$ cat config.mk
export PLATFORM = sky130hd
export DESIGN_NAME = pdm_tx
export DESIGN_NICKNAME = d
export VERILOG_FILES = /design/src/rtl/sonar_pdm_pkg.sv /design/src/rtl/pdm_sdm2.sv /design/src/rtl/pdm_tx.sv
export SDC_FILE = /design/constraint.sdc
export NUM_CORES = 1
export LEC_CHECK = 0
export BUFFER_PORTS_ARGS = -buffer_cell sky130_fd_sc_hd__buf_2
export CAP_MARGIN = 10
export CORE_MARGIN = 1.5
export CORE_UTILIZATION = 30
export DETAILED_ROUTE_END_ITERATION = 10
export GPL_ROUTABILITY_DRIVEN = 0
export GPL_TIMING_DRIVEN = 0
export PLACE_DENSITY = 0.49
export SETUP_SLACK_MARGIN = 0.5
export SYNTH_ARGS = -nofsm -noshare
export SYNTH_HDL_FRONTEND = slang
export SYNTH_SLANG_ARGS = --single-unit
$ cat constraint.sdc
create_clock -name clk48 -period 16.8 [get_ports clk48]
set_input_delay 3.36 -clock clk48 [delete_from_list [all_inputs] [get_ports clk48]]
set_output_delay 3.36 -clock clk48 [all_outputs]
set_load 0.005 [all_outputs]
$ cat src/rtl/sonar_pdm_pkg.sv
// Shared constants and helpers for the sonar PDM drive path: default rates,
// integrator width and the full-scale / saturation limits of the modulator.
package sonar_pdm_pkg;

   localparam int CLK_DIV_DEF = 10;
   localparam int OSR_DEF     = 64;
   localparam int W_DEF       = 16;
   localparam int INTEG_EXTRA = 4;

   function automatic int integ_w(input int w);
      return w + INTEG_EXTRA;
   endfunction

   function automatic longint fs_val(input int w);
      return longint'(1) << (w - 1);
   endfunction

   function automatic longint sat_hi(input int w);
      return (longint'(1) << (integ_w(w) - 1)) - 1;
   endfunction

   function automatic longint sat_lo(input int w);
      return -(longint'(1) << (integ_w(w) - 1));
   endfunction

endpackage

$ cat src/rtl/pdm_sdm2.sv
// Second-order sigma-delta modulator core: two saturating integrators with
// +/-FS feedback from the previous output bit, advanced once per bit_tick.
module pdm_sdm2
   import sonar_pdm_pkg::*;
#(
   parameter int W = W_DEF
) (
   input  logic                clk48,
   input  logic                reset,
   input  logic                bit_tick,
   input  logic signed [W-1:0] x,
   output logic                bit_out
);
   localparam int IW = integ_w(W);
   // Two guard bits so the unclamped sums never wrap before saturation.
   localparam int SW = IW + 2;
   localparam logic signed [SW-1:0] FS     = SW'(fs_val(W));
   localparam logic signed [SW-1:0] SAT_HI = SW'(sat_hi(W));
   localparam logic signed [SW-1:0] SAT_LO = SW'(sat_lo(W));

   logic signed [IW-1:0] i1_reg, i2_reg, i1_next, i2_next;
   logic signed [SW-1:0] y, sum1, sum2;
   logic                 bit_reg;

   function automatic logic signed [IW-1:0] sat(input logic signed [SW-1:0] v);
      if (v > SAT_HI) return SAT_HI[IW-1:0];
      if (v < SAT_LO) return SAT_LO[IW-1:0];
      return v[IW-1:0];
   endfunction

   always_comb begin
      y       = bit_reg ? FS : -FS;
      sum1    = $signed({{(SW-IW){i1_reg[IW-1]}}, i1_reg})
              + $signed({{(SW-W){x[W-1]}}, x}) - y;
      i1_next = sat(sum1);
      sum2    = $signed({{(SW-IW){i2_reg[IW-1]}}, i2_reg})
              + $signed({{(SW-IW){i1_next[IW-1]}}, i1_next}) - y;
      i2_next = sat(sum2);
   end

   always_ff @(posedge clk48) begin
      if (!reset) begin
         i1_reg  <= '0;
         i2_reg  <= '0;
         bit_reg <= 1'b0;
      end else if (bit_tick) begin
         i1_reg  <= i1_next;
         i2_reg  <= i2_next;
         bit_reg <= !i2_next[IW-1];
      end
   end

   assign bit_out = bit_reg;

endmodule

$ cat src/rtl/pdm_tx.sv
// PDM transmitter: bit-clock divider, per-sample bit counter and a 2-entry
// sample FIFO feeding the second-order modulator core.
module pdm_tx
   import sonar_pdm_pkg::*;
#(
   parameter int CLK_DIV = CLK_DIV_DEF,
   parameter int OSR     = OSR_DEF,
   parameter int W       = W_DEF
) (
   input  logic                clk48,
   input  logic                reset,
   input  logic signed [W-1:0] s_data,
   input  logic                s_valid,
   output logic                s_ready,
   output logic                pdm_clk,
   output logic                pdm_data,
   output logic                underrun
);
   localparam int HALF = CLK_DIV / 2;
   localparam int CW   = $clog2(CLK_DIV);
   localparam int BW   = $clog2(OSR);

   logic                run_reg;
   logic [CW-1:0]       cnt_reg, cnt_next;
   logic                pdm_clk_reg;
   logic [BW-1:0]       bcnt_reg;
   logic                bit_tick, boundary;
   logic signed [W-1:0] mem_reg [2];
   logic                wr_ptr_reg, rd_ptr_reg;
   logic [1:0]          count_reg, count_next;
   logic                push, pop;
   logic signed [W-1:0] cur_reg, cur_next;
   logic                underrun_reg;

   // Divider holds at 0 for the first cycle after reset so pdm_clk rises
   // on the very first edge after release.
   always_comb begin
      cnt_next = '0;
      if (run_reg && cnt_reg != CW'(CLK_DIV - 1))
         cnt_next = cnt_reg + CW'(1);
   end

   assign bit_tick   = run_reg && (cnt_next == CW'(HALF));
   assign boundary   = bit_tick && (bcnt_reg == '0);
   assign s_ready    = run_reg && (count_reg != 2'd2);
   assign push       = s_valid && s_ready;
   assign pop        = boundary && (count_reg != 2'd0);
   assign count_next = count_reg + {1'b0, push} - {1'b0, pop};
   // The popped sample drives the modulator on the boundary edge itself.
   assign cur_next   = pop ? mem_reg[rd_ptr_reg] : cur_reg;

   always_ff @(posedge clk48) begin
      if (!reset) begin
         run_reg      <= 1'b0;
         cnt_reg      <= '0;
         pdm_clk_reg  <= 1'b0;
         bcnt_reg     <= '0;
         wr_ptr_reg   <= 1'b0;
         rd_ptr_reg   <= 1'b0;
         count_reg    <= 2'd0;
         cur_reg      <= '0;
         underrun_reg <= 1'b0;
      end else begin
         run_reg     <= 1'b1;
         cnt_reg     <= cnt_next;
         pdm_clk_reg <= (cnt_next < CW'(HALF));
         if (bit_tick)
            bcnt_reg <= (bcnt_reg == BW'(OSR - 1)) ? '0 : bcnt_reg + BW'(1);
         if (push)
            wr_ptr_reg <= !wr_ptr_reg;
         if (pop)
            rd_ptr_reg <= !rd_ptr_reg;
         count_reg <= count_next;
         cur_reg   <= cur_next;
         if (boundary && count_reg == 2'd0)
            underrun_reg <= 1'b1;
      end
   end

   always_ff @(posedge clk48) begin
      if (reset && push)
         mem_reg[wr_ptr_reg] <= s_data;
   end

   pdm_sdm2 #(.W(W)) u_sdm (
      .clk48    (clk48),
      .reset    (reset),
      .bit_tick (bit_tick),
      .x        (cur_next),
      .bit_out  (pdm_data)
   );

   assign pdm_clk  = pdm_clk_reg;
   assign underrun = underrun_reg;

endmodule

=== Yosys cells after proc, flatten, opt, wreduce, memory -nomap -nowiden ===
Memories as Yosys holds them, arrays and structs flattened. A register that Yosys moved wholly into a read port is not among the register bits.
Index checks and enable logic that the tools add are counted.

* Bits in registers: 74
* Latch bits: 0
* Memory bits (writable): 32
* ROM bits: 0
* Bits of input ports: 19
* Word-level logic and storage cells: 67
* Memories kept: 1

* $add $sub $neg: 8
* $mul: 0
* Div/mod/pow operators: 0
* Magnitude comparators: 5
* Eq/ne operators: 4
* Shift operators: 0
* Mux-type cells: 23
* Bitwise logic cells: 0
* Reductions and logical operators: 14

{| class="wikitable"
|+ Memories
! memory !! depth !! bits a word !! rd ports !! clocked after memory_dff !! write ports !! line !! source
|-
| mem_reg || 2 || 16 || 1 || 1 || 1 || pdm_tx.sv:28 || <nowiki>logic signed [W-1:0] mem_reg [2];</nowiki>
|}

{| class="wikitable"
|+ Operator list
! kind !! count
|-
| $mux 20 || 8
|-
| $gt 22x20->1 const B || 2
|-
| $lt 22x20->1 const B || 2
|-
| $sub 22x22->22 || 2
|-
| $mux 22 || 1
|-
| $add 20x16->21 || 1
|-
| $add 20x20->21 || 1
|-
| $mux 16 || 1
|-
| $mux 1 || 11
|-
| $logic_and 1x1->1 || 8
|-
| $add 6x1->6 const B || 1
|-
| $eq 6x6->1 const B || 1
|-
| $logic_not 6->1 || 1
|-
| $mux 6 || 1
|-
| $add 4x1->4 const B || 1
|-
| $eq 4x3->1 const B || 1
|-
| $lt 4x3->1 const B || 1
|-
| $mux 4 || 1
|-
| $ne 4x4->1 const B || 1
|-
| $logic_not 1->1 || 3
|-
| $add 2x1->2 || 1
|-
| $logic_not 2->1 || 1
|-
| $ne 2x2->1 const B || 1
|-
| $reduce_bool 2->1 || 1
|-
| $sub 2x1->2 || 1
|}

=== Depth between registers and ports, before layout ===
Gate-level depths: netlist of run 1.

* Depth after elaboration: 23
* Mapped depth: 50

=== By module ===
A second synthesis of run 1 with hierarchy kept.

* Cells, all modules: 867
* Area total of the unflattened synthesis: 7862.5 µm²

{| class="wikitable"
|+ By module, submodules not included
! module !! instances !! cells each !! area each (µm²) !! seq. area each (µm²)
|-
| pdm_sdm2 || 1 || 624 || 4902.2 || 820.8
|-
| pdm_tx || 1 || 243 || 2960.3 || 1641.6
|}

=== Least setup slack after synthesis of run 1 ===
OpenSTA, ideal clock, no wires.

* Path type: reg2reg
* Start: reg cnt_reg[1]
* End: reg u_sdm.i2_reg[10]
* Setup time: 0.130 ns
* Arrival: 9.994 ns
* Data required time: 16.670 ns
* Path slack: 6.676 ns
* Cell stages (with the launch flop): 47
* Buffers on the path: 5
* Cells stage by stage: dfxtp_1 inv_1 ha_1 or2b_2 a2111oi_0 buf_2 nand3_1 nor2_2 buf_2 nor2_1 a21oi_1 ha_1 a211oi_1 o21bai_1 o21ai_2 o211ai_1 a21oi_1 o21bai_1 [... 11 more ...] fa_1 a21o_1 a21o_1 a2111oi_2 a211oi_1 a311o_1 a21o_1 a21oi_1 xnor2_1 ha_1 a21oi_1 xor2_1 nand2_1 nor4b_4 or3_1 buf_6 buf_12 a21oi_4

* Cells in the longest elaborated chain, start to end: 22

{| class="wikitable"
|+ Ends and longest elaborated chain
! what !! line !! source
|-
| start: declaration || pdm_tx.sv:24 || <nowiki>logic [CW-1:0] cnt_reg, cnt_next;</nowiki>
|-
| start signal: assignment || pdm_tx.sv:65 || <nowiki>cnt_reg <= cnt_next;</nowiki>
|-
| branches (longest 2 deep; another with $add 4x1->4) || - ||
|-
| $mux 4 * || pdm_tx.sv:39 || <nowiki>if (run_reg && cnt_reg != CW'(CLK_DIV - 1))</nowiki>
|-
| $eq 4x3->1 * || pdm_tx.sv:43 || <nowiki>assign bit_tick = run_reg && (cnt_next == CW'(HALF));</nowiki>
|-
| $logic_and 1x1->1 * || pdm_tx.sv:43 ||
|-
| $logic_and 1x1->1 * || pdm_tx.sv:44 || <nowiki>assign boundary = bit_tick && (bcnt_reg == '0);</nowiki>
|-
| $logic_and 1x1->1 * || pdm_tx.sv:47 || <nowiki>assign pop = boundary && (count_reg != 2'd0);</nowiki>
|-
| $mux 16 * || pdm_tx.sv:50 || <nowiki>assign cur_next = pop ? mem_reg[rd_ptr_reg] : cur_reg;</nowiki>
|-
| via cur_next[1] || pdm_tx.sv:32 || <nowiki>logic signed [W-1:0] cur_reg, cur_next;</nowiki>
|-
| [... 6 more ...] || - ||
|-
| $mux 20 * || pdm_sdm2.sv:27 || <nowiki>if (v < SAT_LO) return SAT_LO[IW-1:0];</nowiki>
|-
| via u_sdm.i1_next[0] || pdm_sdm2.sv:21 || <nowiki>logic signed [IW-1:0] i1_reg, i2_reg, i1_next, i2_next;</nowiki>
|-
| $add 20x20->21 * || pdm_sdm2.sv:37 || <nowiki>+ $signed({{(SW-IW){i1_next[IW-1]}}, i1_next}) - y;</nowiki>
|-
| $sub 22x22->22 * || pdm_sdm2.sv:37 ||
|-
| $lt 22x20->1 || pdm_sdm2.sv:27 ||
|-
| $mux 1 (2 in series) || pdm_sdm2.sv:27 ||
|-
| $mux 20 || pdm_sdm2.sv:28 || <nowiki>return v[IW-1:0];</nowiki>
|-
| $mux 20 * || pdm_sdm2.sv:27 ||
|-
| end signal: assignment || pdm_sdm2.sv:48 || <nowiki>i2_reg <= i2_next;</nowiki>
|-
| end: declaration || pdm_sdm2.sv:21 ||
|}

Mark *: on every way through the listed nets, which the timed path passes. The select of a mux whose other input is x is not followed.
A chain may end at the register's enable or synchronous reset.

=== Final worst setup path of run 1 ===
* Start: reg cnt_reg[1]
* End: reg u_sdm.i2_reg[15]

Same word-level chain as after synthesis.

==> qor.log, run 1 <==
[power_and_ir_drop] switching power total 0.000126 W
[sta] RSZ-0062 raised after global routing false
[setup_path] most frequent cell on the critical path sky130_fd_sc_hd__a21oi_1
[grt] leftover overflow at the end of global routing 0
[finish] fill count 2402
[finish] top library cells by usage in the layout, fill and taps aside sky130_fd_sc_hd__a21oi_1, sky130_fd_sc_hd__dfxtp_1, sky130_fd_sc_hd__nor2_1
[cts] number of buffers created by CTS 9
[setup_path] slowest cell delay on critical path 0.58 ns
[synthesis] count of flip-flops with a built-in enable after synthesis 32
[sta] setup slack after layout 4.38 ns
[finish] most frequent standard cell in the layout excluding fill and tap cells sky130_fd_sc_hd__a21oi_1
[sta] Final Hold Viols 0
[die] width of the chip 156 um
[finish] final cell utilization of the core 0.344
[drt] detailed-route wire length 17.2 mm
[setup_path] CP endpoint kind flip-flop
[finish] fraction of layout instances using a drive strength above 1 0.106
[placed_design] Buffers on Ports 22
[sta] final count of pins violating max slew 0
[setup_path] critical path launch point type flip-flop
[grt] pin count of the biggest net entering global routing 21
[finish] Antenna Cells 0
[power_and_ir_drop] Static Leak 3.30 nW
[placed_design] pre-CTS setup slack 4.46 ns
[synthesis] Synth Cell Area 6990 sq um
[grt] global-route wire length before repair 27.8 mm
[sta] smallest hold slack 0.478 ns
[power_and_ir_drop] share of total power in sequential cells 0.514
[placed_design] number of cells after detailed placement 1108
[cts] TritonCTS Sinks 107
[synthesis] yosys warns 0
[synthesis] number of synthesized register bits 107
[power_and_ir_drop] switching part of the total 0.239
[power_and_ir_drop] fraction of power consumed by combinational cells 0.059
[grt] initial antenna violation count 0
[synthesis] most frequently used flop master after synthesis sky130_fd_sc_hd__dfxtp_1
[cts] count of H-tree levels built during CTS 3
[sta] upper clock frequency limit 80.5 MHz
[power_and_ir_drop] share of total power in the clock network 0.427
[drt] count of antenna-violating nets left after detailed routing 0
[die] area of the die 24200 sq um
[die] Core Area 22800 sq um
[sta] Period Utilization, post-route 0.740
[synthesis] Synth Net Count 852
[drt] routed wire length per instance 15.3 um
[sta] minimum period implied by the final worst setup slack 12.42 ns
[sta] clock skew 0.00893 ns
[die] Starting Density 0.307
[sta] total of endpoints with negative setup slack in the final report 0
[synthesis] mean instance size in the synthesized netlist 9.07 sq um
[cts] post-CTS setup repair buffer count 0
[die] Boundary Pins 23
[setup_path] Setup Crit Path Kind flip-flop to flip-flop
[cts] Resize count post-CTS 0
[cts] number of buffers added to fix hold violations after cts 0
[synthesis] fraction of the yosys area taken by sequential cells 0.352
[drt] vias after detailed routing 5656
[cts] clock transition at the register clock pins on the worst setup and hold paths after CTS 0.08 ns
[run] maxcap violations 0
[drt] DRC errors left 0
[setup_path] Worst Path Arrival 12.66 ns
[finish] final instance count without filler cells 1124
[setup_path] cell with the largest stage delay on the worst path sky130_fd_sc_hd__a2111oi_2
[drt] First DRT Iteration DRCs 307
[drt] vias per cell 5.03
[die] Row Count 55
[grt] GRT Resource Usage Total 0.146
[power_and_ir_drop] peak supply drop 0.0000482 V
[sta] Setup Total Neg Slack 0 ns
[finish] Post-layout nets 887
[drt] number of detailed-routing iterations run before antenna repair 5
[sta] Slew @ Worst Pin 0.772 ns
[hold_path] worst min-delay path category flip-flop to flip-flop
[outcome] outcome finished clean
[power_and_ir_drop] Internal Pwr Total 0.000401 W
[finish] max FFs per register 32
[synthesis] number of instances in the synthesized netlist 771
[finish] layout overhead on the synthesized area 12.1%
[synthesis] proportion of synthesized flip-flops having asynchronous set or reset 0
[setup_path] maximum fanout along the worst path 10
[sta] max_slew headroom 0.486
[cts] clock tree root buffer cell sky130_fd_sc_hd__clkbuf_16
[placed_design] Final HPWL DP 13.4 mm
[cts] Longest Clk Path Bufs 2
[setup_path] required time at the worst-slack endpoint 17.04 ns
[synthesis] distinct cell type count of the synthesized netlist 78
[cts] insertion delay of the later-clocked pin in the worst-skew pair 0.36 ns
[power_and_ir_drop] Cell Pwr Density 67.2 nW/um^2
[cts] TritonCTS clock tree done
[grt] number of global-route vias before repair 5331
[die] vertical die dimension 156 um
[cells by family (layout without fill, tap and decap cells)]
kind of cell | Yosys count | after routing | share of synthesized area
XOR/XNOR | 47 | 47 | 0.0589
multiplexers | 17 | 17 | 0.0243
AND/OR/NAND/NOR | 218 | 218 | 0.152
flip-flops | 107 | 107 | 0.352
AO/OA/AOI/OAI | 264 | 264 | 0.260
buffers and inverters | 56 | 96 | 0.0372
adder cells (fa/ha/maj) | 62 | 62 | 0.115
[synth_stat cells (10+ instances only)]
master	number	area, sq um
sky130_fd_sc_hd__nor2_1	65	244
sky130_fd_sc_hd__xnor2_1	23	201
sky130_fd_sc_hd__o211ai_1	12	90.1
sky130_fd_sc_hd__nor3_1	13	65.1
sky130_fd_sc_hd__xor2_1	24	210
sky130_fd_sc_hd__nand2_1	60	225
sky130_fd_sc_hd__dfxtp_1	75	1500
sky130_fd_sc_hd__a21o_1	19	143
sky130_fd_sc_hd__inv_1	23	86.3
sky130_fd_sc_hd__ha_1	58	726
sky130_fd_sc_hd__o31ai_1	18	135
sky130_fd_sc_hd__a21oi_4	10	163
sky130_fd_sc_hd__and2_1	18	113
sky130_fd_sc_hd__mux2i_1	17	170
sky130_fd_sc_hd__o21ai_0	51	255
sky130_fd_sc_hd__clkbuf_1	20	75.1
sky130_fd_sc_hd__edfxtp_1	32	961
sky130_fd_sc_hd__a21oi_1	84	420
sky130_fd_sc_hd__nand3_1	18	90.1
[layer usage]
layer | share of wire | global-route usage | wire length (um)
met5 | 0 | 0 | 0
met4 | 0.0051 | 0.0218 | 87
met3 | 0.029 | 0.0283 | 501
met2 | 0.44 | 0.224 | 7540
met1 | 0.53 | 0.214 | 9090
[stage by stage]
stage          cell area, sq um  total power [W]
6_report                   7840         0.000527
5_1_grt                    7840         0.000547
3_3_place_gp               7500         0.000308
2_1_floorplan              6990         0.000297
4_1_cts                    7840         0.000537
3_5_place_dp               7530         0.000308
[cell type report]
cell class	instances	area, sq um	area share
Timing Repair Buffer	24	133	0.0169
Sequential cell	107	2460	0.314
Clock buffer	9	225	0.0287
Buffer	31	166	0.0212
Multi-Input combinational cell	608	4280	0.546
Clock inverter	7	90.1	0.0115
Tap cell	313	392	0.0499
Inverter	25	93.8	0.0120
[final timing paths]
| check | startpoint | endpoint | slack [ns] | cells after the start |
|---|---|---|---|---|
| worst max-delay path | cnt_reg[1]$_SDFF_PN0_ | u_sdm.i2_reg[15]$_SDFFE_PN0P_ | 4.38 | 45 |
| worst min-delay path | underrun$_SDFFE_PN0P_ | underrun$_SDFFE_PN0P_ | 0.48 | 2 |
| worst max register to register | cnt_reg[1]$_SDFF_PN0_ | u_sdm.i2_reg[15]$_SDFFE_PN0P_ | 4.38 | 45 |
| worst min register to register | underrun$_SDFFE_PN0P_ | underrun$_SDFFE_PN0P_ | 0.48 | 2 |
[power by group through the flow]
stage | Combinational (W) | Sequential [W] | Clock (W)
floorplan | 0.0000210 | 0.000276 | 0
global placement | 0.0000312 | 0.000277 | 0
detailed placement | 0.0000316 | 0.000277 | 0
CTS | 0.0000318 | 0.000271 | 0.000234
global route | 0.0000349 | 0.000271 | 0.000240
finish | 0.0000312 | 0.000271 | 0.000225
[critical path, delay by kind of cell, from the launching register on]
kind            cells  cell delay, ns
xor+xnor            3            1.06
compound gates     19            4.99
fa+ha+maj           7            2.38
buf+inv             5            1.10
flops               1            0.38
simple gates       11            2.35
Power figures use the tool's default switching activity.
==> run 2, diff against run 1 <==
Clock period 16.8 ns to 11.9 ns, I/O delays scaled along.
==> qor.log, run 2 (same netlist as run 1, synthesis figures left out) <==
[outcome] outcome finished clean
[power_and_ir_drop] fraction of power consumed by combinational cells 0.063
[drt] routed wire length per instance 15.4 um
[drt] vias after detailed routing 5736
[setup_path] CP endpoint kind flip-flop
[finish] fill count 2371
[placed_design] Final HPWL DP 13.4 mm
[setup_path] worst setup path endpoint u_sdm.i2_reg[15]$_SDFFE_PN0P_
[finish] Post-layout nets 906
[placed_design] Buffers on Ports 22
[sta] upper clock frequency limit 92.7 MHz
[cts] insertion delay of the later-clocked pin in the worst-skew pair 0.36 ns
[sta] clock skew 0.00875 ns
[die] area of the die 24200 sq um
[setup_path] maximum fanout along the worst path 10
[sta] final count of pins violating max slew 0
[drt] count of antenna-violating nets left after detailed routing 0
[finish] design area 8260 sq um
[cts] clock transition at the register clock pins on the worst setup and hold paths after CTS 0.07 ns
[power_and_ir_drop] Cell Pwr Density 90.4 nW/um^2
[cts] number of buffers added to fix hold violations after cts 0
[sta] Period Utilization, post-route 0.906
[drt] DRC errors left 0
[finish] total area of multi-input combinational cells 4520 sq um
[setup_path] number of cells on the worst reg-to-reg path 50
[grt] global-route wire length before repair 28.1 mm
[die] Starting Density 0.307
[die] Boundary Pins 23
[sta] smallest hold slack 0.475 ns
[drt] First DRT Iteration DRCs 335
[sta] Slew @ Worst Pin 0.773 ns
[power_and_ir_drop] Static Leak 3.44 nW
[sta] max_slew headroom 0.485
[grt] leftover overflow at the end of global routing 0
[die] width of the chip 156 um
[finish] layout overhead on the synthesized area 18.0%
[sta] total of endpoints with negative setup slack in the final report 0
[drt] detailed-route wire length 17.6 mm
[setup_path] cell with the largest stage delay on the worst path sky130_fd_sc_hd__a311o_1
[cts] TritonCTS clock tree done
[setup_path] slack of the worst reg-to-reg path 1.12 ns
[grt] number of global-route vias before repair 5393
[die] Row Count 55
[cts] count of H-tree levels built during CTS 3
[grt] pin count of the biggest net entering global routing 21
[finish] top library cells by usage in the layout, fill and taps aside sky130_fd_sc_hd__a21oi_1, sky130_fd_sc_hd__dfxtp_1, sky130_fd_sc_hd__nor2_1
[cts] Longest Clk Path Bufs 2
[drt] vias per cell 5.02
[grt] GRT Resource Usage Total 0.147
[setup_path] Worst Path Arrival 11.07 ns
[setup_path] r2r startpoint cnt_reg[1]$_SDFF_PN0_
[cts] TritonCTS Sinks 107
[finish] Antenna Cells 0
[finish] most frequent standard cell in the layout excluding fill and tap cells sky130_fd_sc_hd__a21oi_1
[setup_path] Setup Crit Path Kind flip-flop to flip-flop
[hold_path] worst min-delay path category flip-flop to flip-flop
[cts] number of buffers created by CTS 9
[power_and_ir_drop] share of total power in the clock network 0.425
[setup_path] required time at the worst-slack endpoint 12.19 ns
[power_and_ir_drop] switching part of the total 0.240
[setup_path] critical register-to-register path endpoint u_sdm.i2_reg[15]$_SDFFE_PN0P_
[power_and_ir_drop] Internal Pwr Total 0.000567 W
[power_and_ir_drop] switching power total 0.000179 W
[grt] initial antenna violation count 0
[setup_path] slowest cell delay on critical path 0.42 ns
[drt] number of detailed-routing iterations run before antenna repair 6
[finish] FF+latch area 2460 sq um
[finish] max FFs per register 32
[power_and_ir_drop] peak supply drop 0.0000680 V
[power_and_ir_drop] share of total power in sequential cells 0.512
[sta] minimum period implied by the final worst setup slack 10.78 ns
[setup_path] Critical Path Source cnt_reg[1]$_SDFF_PN0_
[placed_design] Placed Area 7530 sq um
[finish] fraction of layout instances using a drive strength above 1 0.167
[sta] Final Hold Viols 0
[die] Core Area 22800 sq um
[setup_path] critical path launch point type flip-flop
[sta] RSZ-0062 raised after global routing false
[run] maxcap violations 0
[cts] clock tree root buffer cell sky130_fd_sc_hd__clkbuf_16
[setup_path] most frequent cell on the critical path sky130_fd_sc_hd__a21o_1
[die] vertical die dimension 156 um
-- run 2: changes by cell type in the layout (fill, tap and decap cells not counted), sizes merged --
cell and delta:
buf +17, clkbuf +2, clkinv -1, inv +1
-- run 2: worst min-delay path by stage --
stage	startpoint	endpoint	slack, ns	cells past startpoint
global placement	underrun$_SDFFE_PN0P_	underrun$_SDFFE_PN0P_	0.46	2
global route	u_sdm.i1_reg[14]$_SDFFE_PN0P_	u_sdm.i1_reg[14]$_SDFFE_PN0P_	0.53	2
detailed placement	underrun$_SDFFE_PN0P_	underrun$_SDFFE_PN0P_	0.46	2
finish	underrun$_SDFFE_PN0P_	underrun$_SDFFE_PN0P_	0.47	2
CTS	underrun$_SDFFE_PN0P_	underrun$_SDFFE_PN0P_	0.48	2
floorplan	cnt_reg[0]$_SDFF_PN0_	cnt_reg[0]$_SDFF_PN0_	0.45	1
-- run 2: critical path: cells and delay by family, from the launching register on --
family	cells	cell delay [ns]
flops	1	0.38
simple gates	11	2.09
fa+ha+maj	6	1.74
compound gates	23	4.77
buf+inv	9	1.60
xor+xnor	1	0.09
-- run 2: final cells by class --
cell class              instances  area share
clock inverters                 7      0.0109
repair buffers                 43      0.0349
inverters                      25      0.0114
well taps                     313      0.0474
multi-input cells             608       0.547
plain buffers                  31      0.0229
clock buffers                   9      0.0273
flip-flops and latches        107       0.298
-- run 2: metal layers --
metal	share of wire	track usage	vias up	routed length [um]
met5	0	0	-	0
met4	0.0052	0.0222	0	92
met3	0.030	0.0308	7	531
met2	0.44	0.226	79	7790
met1	0.52	0.214	2702	9190
li1	-	-	2948	-
-- run 2: repair_timing --
| item | CTS | global route |
|---|---|---|
| cloned | 0 | 0 |
| setup endpoints to repair | 21 | 20 |
| gates resized for setup | 17 | 44 |
| setup buffers | 5 | 14 |
| pin swaps | 3 | 16 |
-- run 2: through the flow --
stage | total power (W) | setup WS (ns) | util | setup TNS [ns] | std cells
6_report | 0.000747 | 1.12 | 0.362 | 0 | 1143
5_1_grt | 0.000774 | 0.491 | 0.362 | 0 | 1143
4_1_cts | 0.000758 | 0.544 | 0.349 | 0 | 1129
3_5_place_dp | 0.000435 | -0.438 | 0.331 | -6.50 | 1108
3_3_place_gp | 0.000435 | -0.425 | 0.329 | -6.25 | 1106
2_1_floorplan | 0.000420 | 1.78 | - | 0 | 771
-- run 2: power groups by stage --
| stage | Sequential [W] | Clock, W | Combinational, W |
|---|---|---|---|
| 3_3_place_gp | 0.000391 | 0 | 0.0000441 |
| 6_report | 0.000382 | 0.000318 | 0.0000469 |
| 5_1_grt | 0.000383 | 0.000339 | 0.0000521 |
| 4_1_cts | 0.000382 | 0.000330 | 0.0000457 |
| 3_5_place_dp | 0.000391 | 0 | 0.0000446 |
| 2_1_floorplan | 0.000390 | 0 | 0.0000297 |
==> run 3, diff against run 2 <==
Settings changed: CELL_PAD_IN_SITES_DETAIL_PLACEMENT set to 1, CELL_PAD_IN_SITES_GLOBAL_PLACEMENT set to 2, PLACE_DENSITY 0.49 to 0.68, SYNTH_HIERARCHICAL set to 1.
==> qor.log, run 3 <==
[cts] insertion delay of the later-clocked pin in the worst-skew pair 0.36 ns
[die] area of the die 27200 sq um
[synthesis] fraction of the yosys area taken by sequential cells 0.313
[setup_path] r2r startpoint cnt_reg[0]$_SDFF_PN0_
[synthesis] area share of the largest cell type after synthesis 0.191
[sta] upper clock frequency limit 102 MHz
[power_and_ir_drop] Static Leak 3.62 nW
[die] width of the chip 165 um
[cts] count of H-tree levels built during CTS 3
[sta] total of endpoints with negative setup slack in the final report 0
[outcome] outcome finished clean
[synthesis] cell with the most instances after synthesis sky130_fd_sc_hd__inv_1
[cts] Longest Clk Path Bufs 2
[setup_path] slowest cell delay on critical path 0.77 ns
[setup_path] CP endpoint kind flip-flop
[setup_path] critical path launch point type flip-flop
[grt] leftover overflow at the end of global routing 0
[die] Starting Density 0.303
[drt] routed wire length per instance 16.5 um
[cts] Resize count post-CTS 0
[synthesis] count of flip-flops with a built-in enable after synthesis 32
[drt] vias after detailed routing 6169
[synthesis] Synth Cell Area 7860 sq um
[synthesis] library cell with the largest summed area after synthesis sky130_fd_sc_hd__dfxtp_1
[finish] fill count 3015
[grt] GRT Resource Usage Total 0.161
[sta] clock skew 0.0118 ns
[sta] Period Utilization, post-route 0.827
[setup_path] most frequent cell on the critical path sky130_fd_sc_hd__ha_1
[cts] TritonCTS clock tree done
[sta] max_slew headroom 0.449
[synthesis] distinct cell type count of the synthesized netlist 82
[sta] minimum period implied by the final worst setup slack 9.84 ns
[setup_path] Setup Crit Path Kind flip-flop to flip-flop
[finish] most frequent standard cell in the layout excluding fill and tap cells sky130_fd_sc_hd__inv_1
[cts] clock transition at the register clock pins on the worst setup and hold paths after CTS 0.09 ns
[setup_path] maximum fanout along the worst path 10
[finish] fraction of layout instances using a drive strength above 1 0.111
[drt] First DRT Iteration DRCs 278
[cts] TritonCTS Sinks 107
[setup_path] Worst Path Arrival 10.14 ns
[finish] total area of multi-input combinational cells 4750 sq um
[drt] number of detailed-routing iterations run before antenna repair 4
[finish] max FFs per register 32
[sta] smallest hold slack 0.490 ns
[sta] Final Hold Viols 0
[sta] Slew @ Worst Pin 0.816 ns
[drt] vias per cell 4.97
[sta] setup slack after layout 2.06 ns
[drt] DRC errors left 0
[placed_design] Buffers on Ports 22
[sta] final count of pins violating max slew 0
[synthesis] most frequently used flop master after synthesis sky130_fd_sc_hd__dfxtp_1
[cts] clock tree root buffer cell sky130_fd_sc_hd__clkbuf_16
[synthesis] mean instance size in the synthesized netlist 9.07 sq um
[setup_path] slack of the worst reg-to-reg path 2.06 ns
[cts] number of buffers added to fix hold violations after cts 0
[setup_path] cell with the largest stage delay on the worst path sky130_fd_sc_hd__a2111oi_0
[run] maxcap violations 0
[finish] layout overhead on the synthesized area 11.0%
[die] Core Area 25900 sq um
[setup_path] required time at the worst-slack endpoint 12.20 ns
[grt] pin count of the biggest net entering global routing 24
[sta] Setup Total Neg Slack 0 ns
[cts] post-CTS setup repair buffer count 0
[power_and_ir_drop] Cell Pwr Density 119 nW/um^2
[hold_path] hold worst-path end u_sdm/i1_reg[6]$_SDFFE_PN0P_
[placed_design] pre-CTS setup slack 1.95 ns
[synthesis] number of instances in the synthesized netlist 867
[finish] FF+latch area 2460 sq um
[synthesis] yosys warns 6
[hold_path] worst hold start u_sdm/i1_reg[6]$_SDFFE_PN0P_
[die] vertical die dimension 165 um
[finish] top library cells by usage in the layout, fill and taps aside sky130_fd_sc_hd__inv_1, sky130_fd_sc_hd__a21oi_1, sky130_fd_sc_hd__ha_1
[drt] detailed-route wire length 20.5 mm
[grt] number of global-route vias before repair 6433
[placed_design] Final HPWL DP 16.2 mm
[drt] count of antenna-violating nets left after detailed routing 0
[setup_path] number of cells on the worst reg-to-reg path 30
[synthesis] number of synthesized register bits 107
[finish] Antenna Cells 0
[finish] Post-layout nets 1005
[synthesis] most frequent cells after synthesis sky130_fd_sc_hd__inv_1, sky130_fd_sc_hd__a21oi_1, sky130_fd_sc_hd__ha_1, sky130_fd_sc_hd__dfxtp_1, sky130_fd_sc_hd__nand2_1
[setup_path] critical register-to-register path endpoint u_sdm/i2_reg[17]$_SDFFE_PN0P_
[sta] RSZ-0062 raised after global routing false
[die] Boundary Pins 23
[power_and_ir_drop] peak supply drop 0.0000694 V
[hold_path] hold-critical path depth 1
[synthesis] Synth Net Count 971
[die] Row Count 59
[hold_path] worst min-delay path category flip-flop to flip-flop
[grt] global-route wire length before repair 34.1 mm
[synthesis] proportion of synthesized flip-flops having asynchronous set or reset 0
[cts] number of buffers created by CTS 9
[grt] initial antenna violation count 0
[synthesis] most area-consuming cells after synthesis sky130_fd_sc_hd__dfxtp_1, sky130_fd_sc_hd__ha_1, sky130_fd_sc_hd__edfxtp_1
## run 3: cell count changes in the layout (fill, tap and decap cells not counted), moves of 13 or more
cell	before	now
sky130_fd_sc_hd__inv_1	23	121
sky130_fd_sc_hd__nor2b_1	2	29
sky130_fd_sc_hd__and2_1	18	3
sky130_fd_sc_hd__o21ai_0	49	20
sky130_fd_sc_hd__o211a_1	1	21
sky130_fd_sc_hd__o21a_1	2	16
sky130_fd_sc_hd__xor2_1	22	9
sky130_fd_sc_hd__nor2_1	64	44
sky130_fd_sc_hd__ha_1	54	77
sky130_fd_sc_hd__nor3_1	10	27
sky130_fd_sc_hd__buf_4	19	2
sky130_fd_sc_hd__o31ai_1	18	4
## run 3: routing by layer
metal | vias up | share of wire | track usage
met3 | 13 | 0.017 | 0.0173
met4 | 0 | 0.0094 | 0.0319
met5 | - | 0 | 0
met1 | 2964 | 0.51 | 0.225
met2 | 40 | 0.46 | 0.266
li1 | 3152 | - | -
## run 3: critical path: cells and delay by family (launching register included)
family | cells | cell delay (ns)
flops | 1 | 0.49
compound gates | 15 | 4.80
simple gates | 6 | 1.64
fa+ha+maj | 5 | 1.92
buf+inv | 4 | 0.90
## run 3: worst max-delay path by stage
stage	from	end
after floorplan	cnt_reg[0]$_SDFF_PN0_	u_sdm/i2_reg[17]$_SDFFE_PN0P_
after CTS	cnt_reg[0]$_SDFF_PN0_	u_sdm/i2_reg[17]$_SDFFE_PN0P_
after global routing	cnt_reg[0]$_SDFF_PN0_	u_sdm/i2_reg[17]$_SDFFE_PN0P_
after detailed placement	cnt_reg[0]$_SDFF_PN0_	u_sdm/i2_reg[17]$_SDFFE_PN0P_
final	cnt_reg[0]$_SDFF_PN0_	u_sdm/i2_reg[17]$_SDFFE_PN0P_
after global placement	cnt_reg[0]$_SDFF_PN0_	u_sdm/i2_reg[17]$_SDFFE_PN0P_
## run 3: cell families (layout without fill, tap and decap cells)
group	Yosys count	in the layout	synth area share
AO/OA/AOI/OAI	248	248	0.262
AND/OR/NAND/NOR	226	226	0.150
buffers and inverters	159	198	0.0827
flip-flops	107	107	0.313
adder cells (fa/ha/maj)	85	85	0.143
XOR/XNOR	33	33	0.0368
multiplexers	9	9	0.0116
## run 3: metrics by stage
stage | area [sq um] | std cells | total power, W | util
global placement | 8390 | 1224 | 0.000728 | 0.324
detailed placement | 8410 | 1225 | 0.000729 | 0.324
global route | 8720 | 1241 | 0.00111 | 0.337
floorplan | 7860 | 867 | 0.000646 | -
CTS | 8720 | 1241 | 0.00106 | 0.337
finish | 8720 | 1241 | 0.00104 | 0.337
## run 3: report_power, final
group          internal (W)  leakage [nW]  total (W)  switching (W)
Combinational      0.000135          2.57   0.000334       0.000199
Clock              0.000154         0.155   0.000319       0.000165
Sequential         0.000380         0.896   0.000383     0.00000308
## run 3: layout make-up
class | count | share of cell area
plain buffers | 38 | 0.0225
inverters | 121 | 0.0521
multi-input cells | 601 | 0.545
clock inverters | 7 | 0.0105
flip-flops and latches | 107 | 0.282
well taps | 335 | 0.0480
repair buffers | 23 | 0.0139
clock buffers | 9 | 0.0258
